`src/rtl/serial_subtractor.sv`:
```
// serial_subtractor: bit-serial computation of a - b - Bin, one bit per clock,
// LSB first, using only a 1-bit full-subtractor slice.
// Build option: define SUB_OVF_EN to add the registered signed-overflow output ovf.
module serial_subtractor #(
    parameter int WIDTH = 4
) (
    input  logic             clk,
    input  logic             rst_n,
    input  logic             start,
    input  logic [WIDTH-1:0] a,
    input  logic [WIDTH-1:0] b,
    input  logic             Bin,
    output logic [WIDTH-1:0] Diff,
    output logic             Bout,
    output logic             busy,
    output logic             done
`ifdef SUB_OVF_EN
    ,
    output logic             ovf
`endif
);

    localparam int               CNT_W    = $clog2(WIDTH + 1);
    localparam logic [CNT_W-1:0] LAST_CNT = CNT_W'(WIDTH - 1);
    localparam logic [CNT_W-1:0] CNT_ONE  = CNT_W'(1);

    typedef enum logic [1:0] {
        ST_IDLE = 2'd0,
        ST_RUN  = 2'd1,
        ST_DONE = 2'd2
    } state_t;

    state_t           state_r;
    state_t           state_nxt_s;

    logic [WIDTH-1:0] a_sh_r;
    logic [WIDTH-1:0] b_sh_r;
    logic [WIDTH-1:0] res_r;
    logic [WIDTH-1:0] res_nxt_s;
    logic             br_r;
    logic [CNT_W-1:0] cnt_r;

    logic             diff_bit_s;
    logic             br_nxt_s;
    logic             accept_s;
    logic             last_bit_s;
    logic             busy_nxt_s;
    logic             done_nxt_s;

    logic [WIDTH-1:0] diff_r;
    logic             bout_r;
    logic             busy_r;
    logic             done_r;

    // One-bit subtractor slice on the current LSBs plus the shifted result word
    always_comb begin
        diff_bit_s = a_sh_r[0] ^ b_sh_r[0] ^ br_r;
        br_nxt_s   = (~a_sh_r[0] & b_sh_r[0]) | (~(a_sh_r[0] ^ b_sh_r[0]) & br_r);
        res_nxt_s  = WIDTH'({diff_bit_s, res_r} >> 1'b1);
        accept_s   = (state_r == ST_IDLE) && start;
        last_bit_s = (state_r == ST_RUN) && (cnt_r == LAST_CNT);
    end

    // State register
    always_ff @(posedge clk or negedge rst_n) begin
        if (!rst_n) begin
            state_r <= ST_IDLE;
        end else begin
            state_r <= state_nxt_s;
        end
    end

    // Next-state logic: IDLE -> RUN on start, RUN for WIDTH bits, DONE for one cycle
    always_comb begin
        state_nxt_s = ST_IDLE;
        case (state_r)
            ST_IDLE: begin
                if (start) begin
                    state_nxt_s = ST_RUN;
                end else begin
                    state_nxt_s = ST_IDLE;
                end
            end
            ST_RUN: begin
                if (cnt_r == LAST_CNT) begin
                    state_nxt_s = ST_DONE;
                end else begin
                    state_nxt_s = ST_RUN;
                end
            end
            ST_DONE: state_nxt_s = ST_IDLE;
            default: state_nxt_s = ST_IDLE;
        endcase
    end

    // Output decode from the next state so busy/done come straight out of flops
    always_comb begin
        busy_nxt_s = 1'b0;
        done_nxt_s = 1'b0;
        case (state_nxt_s)
            ST_IDLE: begin
                busy_nxt_s = 1'b0;
                done_nxt_s = 1'b0;
            end
            ST_RUN: begin
                busy_nxt_s = 1'b1;
                done_nxt_s = 1'b0;
            end
            ST_DONE: begin
                busy_nxt_s = 1'b1;
                done_nxt_s = 1'b1;
            end
            default: begin
                busy_nxt_s = 1'b0;
                done_nxt_s = 1'b0;
            end
        endcase
    end

    // Operand capture on accept, then one right shift per RUN cycle
    always_ff @(posedge clk or negedge rst_n) begin
        if (!rst_n) begin
            a_sh_r <= '0;
            b_sh_r <= '0;
            res_r  <= '0;
            br_r   <= 1'b0;
            cnt_r  <= '0;
        end else if (accept_s) begin
            a_sh_r <= a;
            b_sh_r <= b;
            res_r  <= '0;
            br_r   <= Bin;
            cnt_r  <= '0;
        end else if (state_r == ST_RUN) begin
            a_sh_r <= {1'b0, a_sh_r[WIDTH-1:1]};
            b_sh_r <= {1'b0, b_sh_r[WIDTH-1:1]};
            res_r  <= res_nxt_s;
            br_r   <= br_nxt_s;
            cnt_r  <= cnt_r + CNT_ONE;
        end
    end

    // Result outputs load only on the final bit, so partial results never show
    always_ff @(posedge clk or negedge rst_n) begin
        if (!rst_n) begin
            diff_r <= '0;
            bout_r <= 1'b0;
            busy_r <= 1'b0;
            done_r <= 1'b0;
        end else begin
            busy_r <= busy_nxt_s;
            done_r <= done_nxt_s;
            if (last_bit_s) begin
                diff_r <= res_nxt_s;
                bout_r <= br_nxt_s;
            end
        end
    end

    assign Diff = diff_r;
    assign Bout = bout_r;
    assign busy = busy_r;
    assign done = done_r;

`ifdef SUB_OVF_EN
    logic a_msb_r;
    logic b_msb_r;
    logic ovf_r;

    // Keep the operand sign bits (the shifters lose them) and flag signed overflow at the end
    always_ff @(posedge clk or negedge rst_n) begin
        if (!rst_n) begin
            a_msb_r <= 1'b0;
            b_msb_r <= 1'b0;
            ovf_r   <= 1'b0;
        end else begin
            if (accept_s) begin
                a_msb_r <= a[WIDTH-1];
                b_msb_r <= b[WIDTH-1];
            end
            if (last_bit_s) begin
                ovf_r <= (a_msb_r ^ b_msb_r) & (a_msb_r ^ diff_bit_s);
            end
        end
    end

    assign ovf = ovf_r;
`endif

endmodule

```
`config.mk`:
```
export PLATFORM = sky130hd
export DESIGN_NAME = serial_subtractor
export DESIGN_NICKNAME = d
export VERILOG_FILES = /design/src/rtl/serial_subtractor.sv
export SDC_FILE = /design/constraint.sdc
export NUM_CORES = 1
export LEC_CHECK = 0
export BUFFER_PORTS_ARGS = -buffer_cell sky130_fd_sc_hd__buf_2
export CAP_MARGIN = 20
export CORE_MARGIN = 1.5
export CORE_UTILIZATION = 50
export DETAILED_ROUTE_END_ITERATION = 10
export PLACE_DENSITY = 0.71
export SLEW_MARGIN = 20
export SYNTH_ARGS = -nofsm -noshare
export SYNTH_HDL_FRONTEND = slang
export SYNTH_SLANG_ARGS = --single-unit
```
`constraint.sdc`:
```
create_clock -name clk -period 2.9 [get_ports clk]
set_input_delay 0.29 -clock clk [delete_from_list [all_inputs] [get_ports clk]]
set_output_delay 0.29 -clock clk [all_outputs]
set_load 0.01 [all_outputs]
```
# Word-level counts from Yosys, hierarchy flattened

Cells that the tools add are included.

Bits in registers: 25
Input port bits: 12
Output and inout bits: 7
Logic and storage cells: 42

$add $sub $neg: 1
Equal/unequal tests: 4
Muxes and demuxes: 15
Bitwise logic cells: 7
Reduce and logical (&&, ||, !) cells: 5

Operators by type and width:

| operator                                                         | number |
|---|---|
| 4-bit two-way mux                                                | 6 |
| 3-bit two-way mux                                                | 2 |
| 1-bit two-way mux                                                | 5 |
| 2-bit by 1-bit == test with 1-bit output (second input constant) | 2 |
| 2-bit case mux with 2 select lines                               | 1 |
| 3-bit by 1-bit adder with 3-bit output (second input constant)   | 1 |
| 3-bit by 2-bit == test with 1-bit output (second input constant) | 1 |
| 1-bit bitwise AND                                                | 2 |
| 2-bit == test (second input constant)                            | 1 |
| 1-bit logical AND                                                | 2 |
| 2-bit logical NOT                                                | 1 |
| 2-bit two-way mux                                                | 1 |
| 1-bit inverter                                                   | 2 |
| 2-bit nonzero test                                               | 1 |
| 2-bit OR reduction                                               | 1 |
| 1-bit XOR                                                        | 2 |
| 1-bit OR                                                         | 1 |

# Longest topological paths before layout

Depth in word-level cells: 6
Depth in mapped cells: 6
Mapped depth without buffers: 6

# Least setup slack after synthesis

No wires, ideal clock.

Kind: register -> register
Start: register cnt_r[0]
End: register busy_r (netlist: busy)
Arrival time: 1.373 ns
Slack: 1.414 ns
Stages on the path, launching flop included: 7
Path buffers: 0
Path through: dfrtp_1 > ha_1 > ha_1 > nand2b_1 > a21o_1 > ha_1 > inv_1

Word-level cells in the longest chain between the ends: 6
Elaborated cells between the ends (all ways): 7
Classes of those cells: eq/ne (3); mux (3); reduce/logical (1)

RTL lines:

| element                                                                          | line | text |
|---|---|---|
| from (decl)                                                                      | 41   | `logic [CNT_W-1:0] cnt_r;` |
| from (signal assigned)                                                           | 139  | `cnt_r <= cnt_r + CNT_ONE;` |
| 3-bit by 2-bit == test with 1-bit output (*)                                     | 85   | `if (cnt_r == LAST_CNT) begin` |
| 2-bit two-way mux (*)                                                            | 85   |  |
| 2-bit case mux with 2 select lines (*)                                           | 76   | `case (state_r)` |
| 2-bit == test / 2-bit by 1-bit == test with 1-bit output (equally long branches) | 100  | `case (state_nxt_s)` |
| 2-bit OR reduction (no line) (*)                                                 | -    |  |
| 1-bit two-way mux (*)                                                            | 100  |  |
| via busy_nxt_s                                                                   | 47   | `logic busy_nxt_s;` |
| to (signal assigned)                                                             | 151  | `busy_r <= busy_nxt_s;` |
| to (decl)                                                                        | 52   | `logic busy_r;` |

The timed path passes the listed nets; every way through them passes the cells marked *.
A chain may end at the register's enable or synchronous reset.

# Worst setup path in the final report

Start: register state_r[0]
End: register b_sh_r[1]

Word-level cells in the longest chain between the ends: 3
Elaborated cells between the ends (all ways): 5
Classes of those cells: eq/ne (1); mux (1); reduce/logical (3)

RTL lines:

| element                                                        | line | text |
|---|---|---|
| from (decl)                                                    | 33   | `state_t state_r;` |
| from (signal assigned)                                         | 69   | `state_r <= state_nxt_s;` |
| 2-bit logical NOT                                              | 60   | `accept_s = (state_r == ST_IDLE) && start;` |
| 1-bit logical AND                                              | 60   |  |
| 4-bit two-way mux / 2-bit nonzero test (equally long branches) | -    |  |
| to (signal assigned)                                           | 136  | `b_sh_r <= {1'b0, b_sh_r[WIDTH-1:1]};` |
| to (decl)                                                      | 37   | `logic [WIDTH-1:0] b_sh_r;` |

Parallel ways exist; a longest one is shown, timed or not.

==> metrics <==
ratio of cells with drive above 1 in the final layout between 30% and 40%; Slew headroom between 60% and 70%; nets@finish about 120; final hold violations 0; drt total wl about 1900 um; Port Buffer Count 18; Root Driver clkbuf_4; ANT cells 0; Cells after Synth 81; WHS about 0.30 ns; Worst Hold Class in -> reg; H-tree Lvls 1; CTS tree done; Final WS setup ~1.3 ns; fin crit share 55.2%; Yosys cell types 30; via count ~700; max-cap viol count 0; mapped cell area between 1000 and 1500 sq um; First-pass DRT Iterations 4; CP endpoint kind flip-flop; Top FF cell, synth dfrtp_1; antenna violations before repair 0; Synth Warn # 0; post-route DRC violation count 0; Syn Area/Cell 13.5 sq um; wire length per cell 15.0 um; CTS Buf Count 3; Seq pwr share between 40% and 50%; 1st-iter DRT viols 10; max frequency roughly 620 MHz; Fin Setup TNS 0 ns; Syn Nets just under 100; Clk pwr share between 10% and 20%; Post-synth EDFFs 0; Skew-Pair Late Insertion Delay around 0.31 ns; clock buffer depth 2; startpoint types flip-flop; IO Pins 19; area of the multi-input gates 430 sq um; Clock transition at path regs approximately 0.12 ns; GR Overflow Total 0; core area 2000 sq um; Total Routing Usage GR between 15 and 20%; Leakage 0.000618 uW; # setup viols final 0; DRT antenna net count 0; RSZ-0062 raised after global routing false; fillers 170; Slew Viols, Final 0; CP Data Required Time between 3 and 4 ns; pre-CTS setup slack about 1.3 ns; vias per cell between 5 and 6; FF/Latch Area between 600 and 700 sq um; Starting Density between 50% and 60%; Final Critical Period 1.60 ns; RD Place Congestion about 0.75; row count 16; Pint between 800 and 900 uW; post-cts repair resize count 0; Peak supply drop slightly above 700 uV; DP HPWL roughly 1300 um; Post-synth ARST share 100%; vias in the first global route 760; CTS sink count 24; Clock Skew around 0.0034 ns; critical path type reg -> reg; area of the die ~2500 sq um; first-pass GRT wire length roughly 3300 um; Cell Pwr Density about 1000 nW/um^2; Yosys reg bits 24; Final Core Density about three fifths; post-synthesis sequential area ratio a little over half; switching power share of the total a little over a third; area delta synth->final 12.9%; outcome completed; crit path DAT ~1.8 ns; Die W around 50 um; sw power roughly 450 uW; crit path max fanout 18; Comb pwr share approximately 40%; Die Y-Extent 49.8 um; largest net degree at the start of global routing 25; Worst-Margin Slew between 0.5 and 0.6 ns
critical path: stages (launching register included):
cell,delay (ns)
dfrtp_1,0.72
nor2b_1,0.54
a221oi_1,0.20
synth_stat cells, types with 2 or more instances:
master,number,area [sq um]
nand2b_1,2,12.5
inv_1,9,33.8
a22o_1,4,35.0
or4b_1,3,30.0
mux2i_1,2,20.0
dfrtp_1,24,601
mux2_2,4,45.0
ha_1,3,37.5
nor4b_1,4,35.0
a221oi_1,4,35.0
o221a_2,3,33.8
logic make-up (layout without fill, tap and decap cells):
kind of cell | count (synthesis) | after routing | share of synthesized area, %
AO/OA/AOI/OAI | 18 | 18 | 14.8
adder cells (fa/ha/maj) | 4 | 4 | 5.26
buffers and inverters | 13 | 32 | 5.72
flip-flops | 24 | 24 | 54.9
multiplexers | 6 | 6 | 5.95
AND/OR/NAND/NOR | 16 | 16 | 13.4
per-stage QoR:
step / total power, uW / cells / area (sq um)
floorplan: 991 / 81 / 1090
global placement: 1090 / 122 / 1190
detailed placement: 1120 / 122 / 1190
CTS: 1290 / 127 / 1230
global route: 1380 / 127 / 1230
finish: 1280 / 127 / 1230
worst paths after layout:
kind / start / to / slack, ns / cells after the start
min in group asynchronous: rst_n / a_sh_r[2] / 0.47 / 2
worst min register to register: cnt_r[0] / cnt_r[0] / 0.50 / 1
worst min-delay path: b[3] / b_sh_r[3] / 0.30 / 3
worst max register to register: state_r[0] / b_sh_r[1] / 1.30 / 2
worst max-delay path: state_r[0] / b_sh_r[1] / 1.30 / 2
max in group asynchronous: rst_n / state_r[1] / 2.09 / 2
power by group through the flow:
stage / sequential [uW] / clock [uW] / combinational [uW]
after global placement: 600 / 0 / 495
final: 603 / 170 / 506
after detailed placement: 609 / 0 / 507
after CTS: 603 / 176 / 511
after global routing: 624 / 192 / 566
after floorplan: 582 / 0 / 409
state kept, by name, summed over array words and instances (netlist names):
| signal | count |
|---|---|
| res_r | 3 |
| Bout | 1 |
| b_sh_r | 4 |
| state_r | 2 |
| busy | 1 |
| cnt_r | 3 |
| done | 1 |
| br_r | 1 |
| a_sh_r | 4 |
| Diff | 4 |
per-layer routing:
metal / up-vias / wire, um / part of all wire [%] / GRT usage [%]
met1: 353 / 949 / 50 / 24.0
met3: 0 / 50 / 2.6 / 5.45
li1: 341 / - / - / -
met2: 10 / 909 / 48 / 27.6
met4: 0 / 0 / 0 / 4.17
met5: - / 0 / 0 / 0
cell usage in the layout (no fill, tap or decap):
cell type	Yosys	final
o21ba_2	1	1
a22o_1	4	4
clkbuf_4	0	3
nand3b_4	1	1
ha_1	3	3
mux2_2	4	4
and4bb_2	1	1
a21o_1	1	1
dfrtp_1	24	24
a211o_1	1	1
o21bai_2	1	1
or2b_1	1	1
a221oi_1	4	4
a21oi_1	1	1
clkbuf_8	0	1
nand2b_1	2	2
nand2_1	1	1
nand4bb_1	1	1
nor3b_1	1	1
or4b_1	3	3
inv_1	9	9
mux2i_1	2	2
nor4b_1	4	4
fa_1	1	1
o22ai_1	1	1
buf_2	1	18
dlygate4sd3_1	0	1
nor2b_1	1	1
o311ai_0	1	1
o221a_2	3	3
timing repair:
item                      CTS  global route
setup buffers               0             0
hold endpoints to repair   24             0
hold buffers                1             0
layout make-up:
cell class                      count  area share, %
Tap cell                           27           2.74
Sequential cell                    24           48.6
Clock buffer                        4           2.94
Multi-Input combinational cell     44           34.9
Inverter                            9           2.74
Timing Repair Buffer               19           8.11
(Power assumes the default switching activity.)
